--- config.mk ---
export PLATFORM = sky130hd
export DESIGN_NAME = shuffle_block_framer_flat
export DESIGN_NICKNAME = d
export VERILOG_FILES = /design/src/rtl/shuffle_pkg.sv /design/src/rtl/shuffle_block_framer_if.sv /design/src/rtl/byte_serializer.sv /design/src/rtl/shuffle_block_framer.sv /design/src/flat_wrapper.sv
export SDC_FILE = /design/constraint.sdc
export NUM_CORES = 1
export LEC_CHECK = 0
export BUFFER_PORTS_ARGS = -buffer_cell sky130_fd_sc_hd__buf_2
export CAP_MARGIN = 20
export CELL_PAD_IN_SITES_DETAIL_PLACEMENT = 0
export CELL_PAD_IN_SITES_GLOBAL_PLACEMENT = 2
export CORE_ASPECT_RATIO = 2
export CORE_MARGIN = 3
export CORE_UTILIZATION = 32
export DETAILED_ROUTE_END_ITERATION = 6
export MAX_ROUTING_LAYER = met4
export PLACE_DENSITY = 0.86
export SLEW_MARGIN = 15
export SYNTH_ARGS = -nofsm -noshare
export SYNTH_HDL_FRONTEND = slang
export SYNTH_SLANG_ARGS = --single-unit
--- constraint.sdc ---
create_clock -name mclk -period 2.4 [get_ports mclk]
set_input_delay 0.48 -clock mclk [delete_from_list [all_inputs] [get_ports mclk]]
set_output_delay 0.48 -clock mclk [all_outputs]
set_load 0.005 [all_outputs]
--- src/rtl/shuffle_pkg.sv ---
// Shared types and sizes for the shuffle block framer: the control state
// enum and the block geometry (eight bytes per 64-bit block).
package shuffle_pkg;

  localparam int BLK_BYTES = 8;
  localparam int BLK_W     = 64;
  localparam int CNT_W     = $clog2(BLK_BYTES);

  typedef enum logic [1:0] {
    FILL   = 2'd0,
    LAUNCH = 2'd1,
    BUSY   = 2'd2,
    DRAIN  = 2'd3
  } state_t;

endpackage

--- src/rtl/shuffle_block_framer_if.sv ---
// Byte-stream bundle for the shuffle block framer: the input byte stream
// and the output byte stream, each with a valid/ready handshake.
interface shuffle_block_framer_if;

  logic       in_valid;
  logic       in_ready;
  logic [7:0] in_data;
  logic       in_last;

  logic       out_valid;
  logic       out_ready;
  logic [7:0] out_data;
  logic       out_last;

  // Protocol side: produces input bytes, consumes output bytes.
  modport master (
    output in_valid, in_data, in_last, out_ready,
    input  in_ready, out_valid, out_data, out_last
  );

  // Framer side.
  modport slave (
    input  in_valid, in_data, in_last, out_ready,
    output in_ready, out_valid, out_data, out_last
  );

endinterface

--- src/rtl/byte_serializer.sv ---
// Loads a 64-bit block and emits it LSB byte first over a valid/ready
// handshake, flagging the eighth beat and pulsing when that beat is taken.
module byte_serializer
  import shuffle_pkg::*;
(
  input  logic             clk,
  input  logic             rst_n,
  input  logic             load,
  input  logic [BLK_W-1:0] load_data,
  input  logic             out_ready,
  output logic             out_valid,
  output logic [7:0]       out_data,
  output logic             out_last,
  output logic             last_accepted
);

  logic [BLK_W-1:0] sh_q, sh_d;
  logic [CNT_W-1:0] beat_q, beat_d;
  logic             valid_q, valid_d;
  logic             fire;

  assign fire = valid_q && out_ready;

  // NOTE: every signal gets a default at the top of always_comb so no path
  // leaves it unassigned, which would otherwise infer a latch.
  always_comb begin
    sh_d    = sh_q;
    beat_d  = beat_q;
    valid_d = valid_q;
    if (load) begin
      sh_d    = load_data;
      beat_d  = '0;
      valid_d = 1'b1;
    end else if (fire) begin
      sh_d   = sh_q >> 8;
      beat_d = beat_q + 1'b1;
      if (beat_q == CNT_W'(BLK_BYTES - 1)) valid_d = 1'b0;
    end
  end

  // NOTE: state flops use non-blocking assignments so every flop samples
  // the pre-edge values regardless of evaluation order.
  always_ff @(posedge clk or negedge rst_n) begin
    if (!rst_n) begin
      sh_q    <= '0;
      beat_q  <= '0;
      valid_q <= 1'b0;
    end else begin
      sh_q    <= sh_d;
      beat_q  <= beat_d;
      valid_q <= valid_d;
    end
  end

  assign out_valid     = valid_q;
  assign out_data      = sh_q[7:0];
  assign out_last      = valid_q && (beat_q == CNT_W'(BLK_BYTES - 1));
  assign last_accepted = fire && out_last;

endmodule

--- src/rtl/shuffle_block_framer.sv ---
// Byte-stream front/back end for the 64-bit Fisher-Yates shuffler.
// Optional BUSY watchdog enabled by defining SHUF_TIMEOUT_EN.
module shuffle_block_framer
  import shuffle_pkg::*;
#(
  parameter logic [7:0] PAD_BYTE    = 8'h00,
  parameter int         TIMEOUT_CYC = 8192
) (
  input  logic                   mclk,
  input  logic                   rst_n,
  shuffle_block_framer_if.slave  bus,
  input  logic                   key_load,
  input  logic [BLK_W-1:0]       key_wr,
  input  logic                   mode,
  output logic                   shf_en,
  output logic                   shf_deshuffle,
  output logic [BLK_W-1:0]       shf_data,
  output logic [BLK_W-1:0]       shf_key,
  input  logic                   shf_done,
  input  logic [BLK_W-1:0]       shf_result,
  output logic [15:0]            blk_cnt,
  output logic                   err
);

  state_t           state_q, state_d;
  logic [CNT_W-1:0] byte_cnt_q, byte_cnt_d;
  logic [BLK_W-1:0] data_q, data_d;
  logic [BLK_W-1:0] key_q, key_d;
  logic             desh_q, desh_d;
  logic             shf_en_q, shf_en_d;
  logic             in_ready_q, in_ready_d;
  logic [15:0]      blk_cnt_q, blk_cnt_d;
  logic             accept;
  logic             ser_load;
  logic             ser_last_accepted;

`ifdef SHUF_TIMEOUT_EN
  localparam logic [15:0] TMO_LIMIT = 16'(TIMEOUT_CYC - 1);
  logic [15:0] tmo_q, tmo_d;
  logic        err_q, err_d;
  assign err = err_q;
`else
  assign err = 1'b0;
`endif

  // in_ready_q is only ever high in FILL, so it doubles as the FILL qualifier.
  assign accept = bus.in_valid && in_ready_q;

  always_comb begin
    state_d    = state_q;
    byte_cnt_d = byte_cnt_q;
    data_d     = data_q;
    key_d      = key_q;
    desh_d     = desh_q;
    shf_en_d   = 1'b0;
    in_ready_d = in_ready_q;
    blk_cnt_d  = blk_cnt_q;
    ser_load   = 1'b0;
`ifdef SHUF_TIMEOUT_EN
    tmo_d      = tmo_q;
    err_d      = 1'b0;
`endif
    unique case (state_q)
      FILL: begin
        if (key_load && byte_cnt_q == '0) key_d = key_wr;
        if (accept) begin
          data_d[{byte_cnt_q, 3'b000} +: 8] = bus.in_data;
          if (byte_cnt_q == '0) desh_d = mode;
          if (bus.in_last || byte_cnt_q == CNT_W'(BLK_BYTES - 1)) begin
            // Bytes after an early in_last are padded.
            for (int j = 0; j < BLK_BYTES; j++) begin
              if (j > int'(byte_cnt_q)) data_d[j*8 +: 8] = PAD_BYTE;
            end
            byte_cnt_d = '0;
            state_d    = LAUNCH;
            shf_en_d   = 1'b1;
            in_ready_d = 1'b0;
          end else begin
            byte_cnt_d = byte_cnt_q + 1'b1;
          end
        end
      end
      LAUNCH: begin
        state_d = BUSY;
`ifdef SHUF_TIMEOUT_EN
        tmo_d   = '0;
`endif
      end
      BUSY: begin
        // A done in the same cycle as the timeout limit takes priority.
        if (shf_done) begin
          ser_load  = 1'b1;
          blk_cnt_d = blk_cnt_q + 16'd1;
          state_d   = DRAIN;
        end
`ifdef SHUF_TIMEOUT_EN
        else if (tmo_q == TMO_LIMIT) begin
          err_d      = 1'b1;
          state_d    = FILL;
          in_ready_d = 1'b1;
        end else begin
          tmo_d = tmo_q + 16'd1;
        end
`endif
      end
      DRAIN: begin
        if (ser_last_accepted) begin
          state_d    = FILL;
          in_ready_d = 1'b1;
        end
      end
      default: state_d = FILL;
    endcase
  end

  always_ff @(posedge mclk or negedge rst_n) begin
    if (!rst_n) begin
      state_q    <= FILL;
      byte_cnt_q <= '0;
      data_q     <= '0;
      key_q      <= '0;
      desh_q     <= 1'b0;
      shf_en_q   <= 1'b0;
      in_ready_q <= 1'b1;
      blk_cnt_q  <= '0;
`ifdef SHUF_TIMEOUT_EN
      tmo_q      <= '0;
      err_q      <= 1'b0;
`endif
    end else begin
      state_q    <= state_d;
      byte_cnt_q <= byte_cnt_d;
      data_q     <= data_d;
      key_q      <= key_d;
      desh_q     <= desh_d;
      shf_en_q   <= shf_en_d;
      in_ready_q <= in_ready_d;
      blk_cnt_q  <= blk_cnt_d;
`ifdef SHUF_TIMEOUT_EN
      tmo_q      <= tmo_d;
      err_q      <= err_d;
`endif
    end
  end

  byte_serializer u_ser (
    .clk           (mclk),
    .rst_n         (rst_n),
    .load          (ser_load),
    .load_data     (shf_result),
    .out_ready     (bus.out_ready),
    .out_valid     (bus.out_valid),
    .out_data      (bus.out_data),
    .out_last      (bus.out_last),
    .last_accepted (ser_last_accepted)
  );

  assign bus.in_ready  = in_ready_q;
  assign shf_en        = shf_en_q;
  assign shf_deshuffle = desh_q;
  assign shf_data      = data_q;
  assign shf_key       = key_q;
  assign blk_cnt       = blk_cnt_q;

endmodule

--- src/flat_wrapper.sv ---
// flat-port wrapper written by rule: the top's interface ports become plain ports
module shuffle_block_framer_flat import shuffle_pkg::*;
#(
  parameter logic [7:0] PAD_BYTE    = 8'h00,
  parameter int         TIMEOUT_CYC = 8192
)
  (mclk, rst_n, key_load, key_wr, mode, shf_en, shf_deshuffle, shf_data, shf_key, shf_done, shf_result, blk_cnt, err, bus_in_valid, bus_in_data, bus_in_last, bus_out_ready, bus_in_ready, bus_out_valid, bus_out_data, bus_out_last);
  shuffle_block_framer_if bus_i ();
  input  logic mclk;
  input  logic rst_n;
  input  logic key_load;
  input  logic [BLK_W-1:0] key_wr;
  input  logic mode;
  output logic shf_en;
  output logic shf_deshuffle;
  output logic [BLK_W-1:0] shf_data;
  output logic [BLK_W-1:0] shf_key;
  input  logic shf_done;
  input  logic [BLK_W-1:0] shf_result;
  output logic [15:0] blk_cnt;
  output logic err;
  input wire logic [$bits(bus_i.in_valid)-1:0] bus_in_valid;
  input wire logic [$bits(bus_i.in_data)-1:0] bus_in_data;
  input wire logic [$bits(bus_i.in_last)-1:0] bus_in_last;
  input wire logic [$bits(bus_i.out_ready)-1:0] bus_out_ready;
  output wire logic [$bits(bus_i.in_ready)-1:0] bus_in_ready;
  output wire logic [$bits(bus_i.out_valid)-1:0] bus_out_valid;
  output wire logic [$bits(bus_i.out_data)-1:0] bus_out_data;
  output wire logic [$bits(bus_i.out_last)-1:0] bus_out_last;
  assign bus_i.in_valid = bus_in_valid;
  assign bus_i.in_data = bus_in_data;
  assign bus_i.in_last = bus_in_last;
  assign bus_i.out_ready = bus_out_ready;
  assign bus_in_ready = bus_i.in_ready;
  assign bus_out_valid = bus_i.out_valid;
  assign bus_out_data = bus_i.out_data;
  assign bus_out_last = bus_i.out_last;
  shuffle_block_framer #(.PAD_BYTE(PAD_BYTE), .TIMEOUT_CYC(TIMEOUT_CYC)) u_core (.mclk(mclk), .rst_n(rst_n), .bus(bus_i), .key_load(key_load), .key_wr(key_wr), .mode(mode), .shf_en(shf_en), .shf_deshuffle(shf_deshuffle), .shf_data(shf_data), .shf_key(shf_key), .shf_done(shf_done), .shf_result(shf_result), .blk_cnt(blk_cnt), .err(err));
endmodule
==> impl_results.md <==
- Core Footprint: 28500 um2
- Seq/Total Area, Yosys: 0.590
- Post-synth top area cell: dfrtp_1
- Hold-fix buffers at CTS: 1
- CTS tree: yes
- Area Growth Syn to Fin: 30.2%
- Leakage: between 7 and 8 nW
- Drt first-iter violations: between 200 and 300
- RePlAce Congestion: 0.822
- Unique cell type count in the Yosys netlist: between 40 and 50
- Root Driver: clkbuf_16
- PnR worst setup slack: about 150 ps
- Die X: 127 um
- # rows: 87
- Worst Path Required: 2790 ps
- Slowest stage delay, CP: 670 ps
- Vias in the first global route: 6972
- Initial Util: 0.327
- Clk buf depth: 3
- Final setup skew: 14.3 ps
- Delay-heaviest family, CP: simple AND/OR/NAND/NOR gates
- Post-Syn Nets: 905
- Final Setup Violations: 0
- Slew Viols, Final: 0
- Final hold violation count: 0
- Max IR drop VDD: 0.502 mV
- DP HPWL: 20.3 mm
- # nets final: 1220
- Synth top area cells: dfrtp_1 (59%), mux2i_1 (12%), mux2_2 (9.1%)
- Port Buffers: 300
- Grt ovf: 0
- Post-DRT Antenna Nets: 0
- Post-synth top area share: 0.587
- Post-CTS sizing: 0
- Via Count: 6748
- Type of origin of the critical path: register
- Synthesized area: 9330 um2
- DRC viols: 0
- Pin count of the biggest net entering global routing: 85
- WP data arrival: 2640 ps
- Worst-path cell chain: inv_1, ha_1, ha_1, nand2b_1, or4_1, mux2i_1, nor2_1
- Achievable frequency: ~440 MHz
- CTS Buf Count: 21
- GR Util All Layers: 0.170
- Synth warn: 0
- Full die area: 31400 um2
- Setup TNS: 0 ps
- Clk_lat worst skew: 510 ps
- WP buf/inv: 1
- Via/cell ratio: 4.69
- CP max FO: 8
- Crit-path slowest cell: or4_1
- Initial antenna violation count: 6
- Top_reg_cell synth: dfrtp_1
- First-pass detailed-route iteration total: 4
- Fin crit share: 0.938
- Drt total wl: 26.5 mm
- # Post-CTS Setup Buffers: 0
- Setup Slack @ Placement: 153 ps
- Least-Margin Pin Slew: 672 ps
- First-pass GRT wire length: 40.4 mm
- Die Span Y: between 200 and 250 um
- Hold Slack: 177 ps
- Crit path capture type: register
- Max-Cap Viols: 0
- Status: complete, no violations
- P per Cell Area: 607 nW/um2
- EDFF count, synth: 0
- Final critical-path required period: 2250 ps
- Clock sinks: between 200 and 250
- WL/cell: 18.4 um
- Cell count after synthesis: 749
- #FFs+latches synth: 220
- Hold Crit Class: in2reg
- Clk pin slew, worst setup/hold paths: 70 ps
- Most used cell, CP: ha_1
- Post-synth ARST share: 1.00
- Average size of a mapped cell: 12.5 um2
- # IOs: approximately 300
- Slew Limit Headroom: 0.550
- WS Path Type: reg2reg
- Layout cell share with drive strength beyond 1: 0.421
- CTS HTree Levels: 1
- RSZ-0062 raised after global routing: no
## power by group
part           internal [mW]  switching (mW)  total [mW]
sequential              3.71               0        3.71
clock                   2.00            1.43        3.42
combinational          0.103           0.141       0.245
total                   5.81            1.57        7.38
## metal layers
metal  track usage  wire length [um]  share of wire
met3        0.0205              1150          0.043
met5             -                 0              0
met4        0.0670               873          0.033
met2         0.318             14800           0.56
met1         0.179              9660           0.36
## Yosys cell counts, drive strengths merged (4+ instances only)
master and count:
xor2 7, nand4 5, xnor2 9, mux2 75
nor3 6, nor2 65, a21oi 4, nand2 73
o21ai 61, dfrtp 219, a22o 8, clkbuf 18
nand3 9, and2 6, inv 7, mux2i 112
ha 12, nor4 7, buf 25
## worst min-delay path, stage by stage
cell and delay [ps]:
buf_2 70, nand2_1 40, o21ai_0 60
## area by class of cell
| cell class | count | area (um2) |
|---|---|---|
| fill | 2772 | 16400 |
| sequential | 220 | 5510 |
| multi-input combinational | 479 | 3610 |
| timing repair buffer | 335 | 1850 |
| clock buffer | 28 | 572 |
| tap | 356 | 445 |
| clock inverter | 8 | 121 |
| inverter | 7 | 26.3 |
| antenna | 6 | 15.0 |
## registers in the layout, summed over array words and instances, names as in the netlist
| signal | count |
|---|---|
| u_core.shf_deshuffle | 1 |
| u_core.u_ser.sh_q | 64 |
| u_core.shf_data | 64 |
| u_core.bus.in_ready | 1 |
| u_core.u_ser.beat_q | 3 |
| u_core.blk_cnt | 16 |
| u_core.shf_en | 1 |
| u_core.byte_cnt_q | 3 |
| u_core.shf_key | 64 |
| u_core.u_ser.out_valid | 1 |
| u_core.state_q | 2 |
## final timing paths
check	slack (ps)	cells past startpoint	from	endpoint
min reg2reg	490	1	u_core.blk_cnt[7]	u_core.blk_cnt[7]
max in group asynchronous	1170	3	rst_n	u_core.shf_data[21]
min	180	3	shf_result[36]	u_core.u_ser.sh_q[36]
max	150	7	u_core.byte_cnt_q[1]	u_core.shf_data[41]
min in group asynchronous	540	2	rst_n	u_core.shf_data[46]
max reg2reg	150	7	u_core.byte_cnt_q[1]	u_core.shf_data[41]
## cell usage in the layout (no fill, tap or decap), types with 2 or more instances in the layout
cell         n
clkbuf_1     5
and2_1       5
buf_12       6
a21oi_1      4
bufinv_16    3
xor2_1       7
inv_1        7
clkbuf_16   21
buf_4       28
nor4_1       3
nand2b_1     2
dfrtp_1    219
a21o_1       2
or4_1        2
mux2_2      75
clkinv_2     3
nor2_1      65
mux2i_1    112
clkbuf_8     2
a22o_1       8
ha_1        12
nand3_1      7
nand4_1      5
o21ai_0     61
nor4_4       4
nand2_1     72
xnor2_1      9
nor3_1       4
buf_2      299
and3_1       2
diode_2      6
## stage by stage
step,std cells,total power [mW],util,instance area [um2]
3_5_place_dp,1396,4.03,0.401,11400
3_3_place_gp,1396,4.03,0.401,11400
5_1_grt,1439,7.68,0.426,12100
6_report,1439,7.38,0.426,12100
2_1_floorplan,749,3.79,-,9330
4_1_cts,1433,7.52,0.425,12100
## logic make-up (layout without fill, tap and decap cells)
group | count (synthesis) | after routing | synth area share
buf+inv | 50 | 378 | 0.0256
mux | 187 | 187 | 0.211
simple gates | 181 | 181 | 0.0917
xor+xnor | 16 | 16 | 0.0150
flops | 220 | 220 | 0.590
compound gates | 82 | 82 | 0.0503
fa+ha+maj | 12 | 12 | 0.0161
other cells | 1 | 7 | 0.000402
No activity file was read; power rests on OpenSTA's default activity.
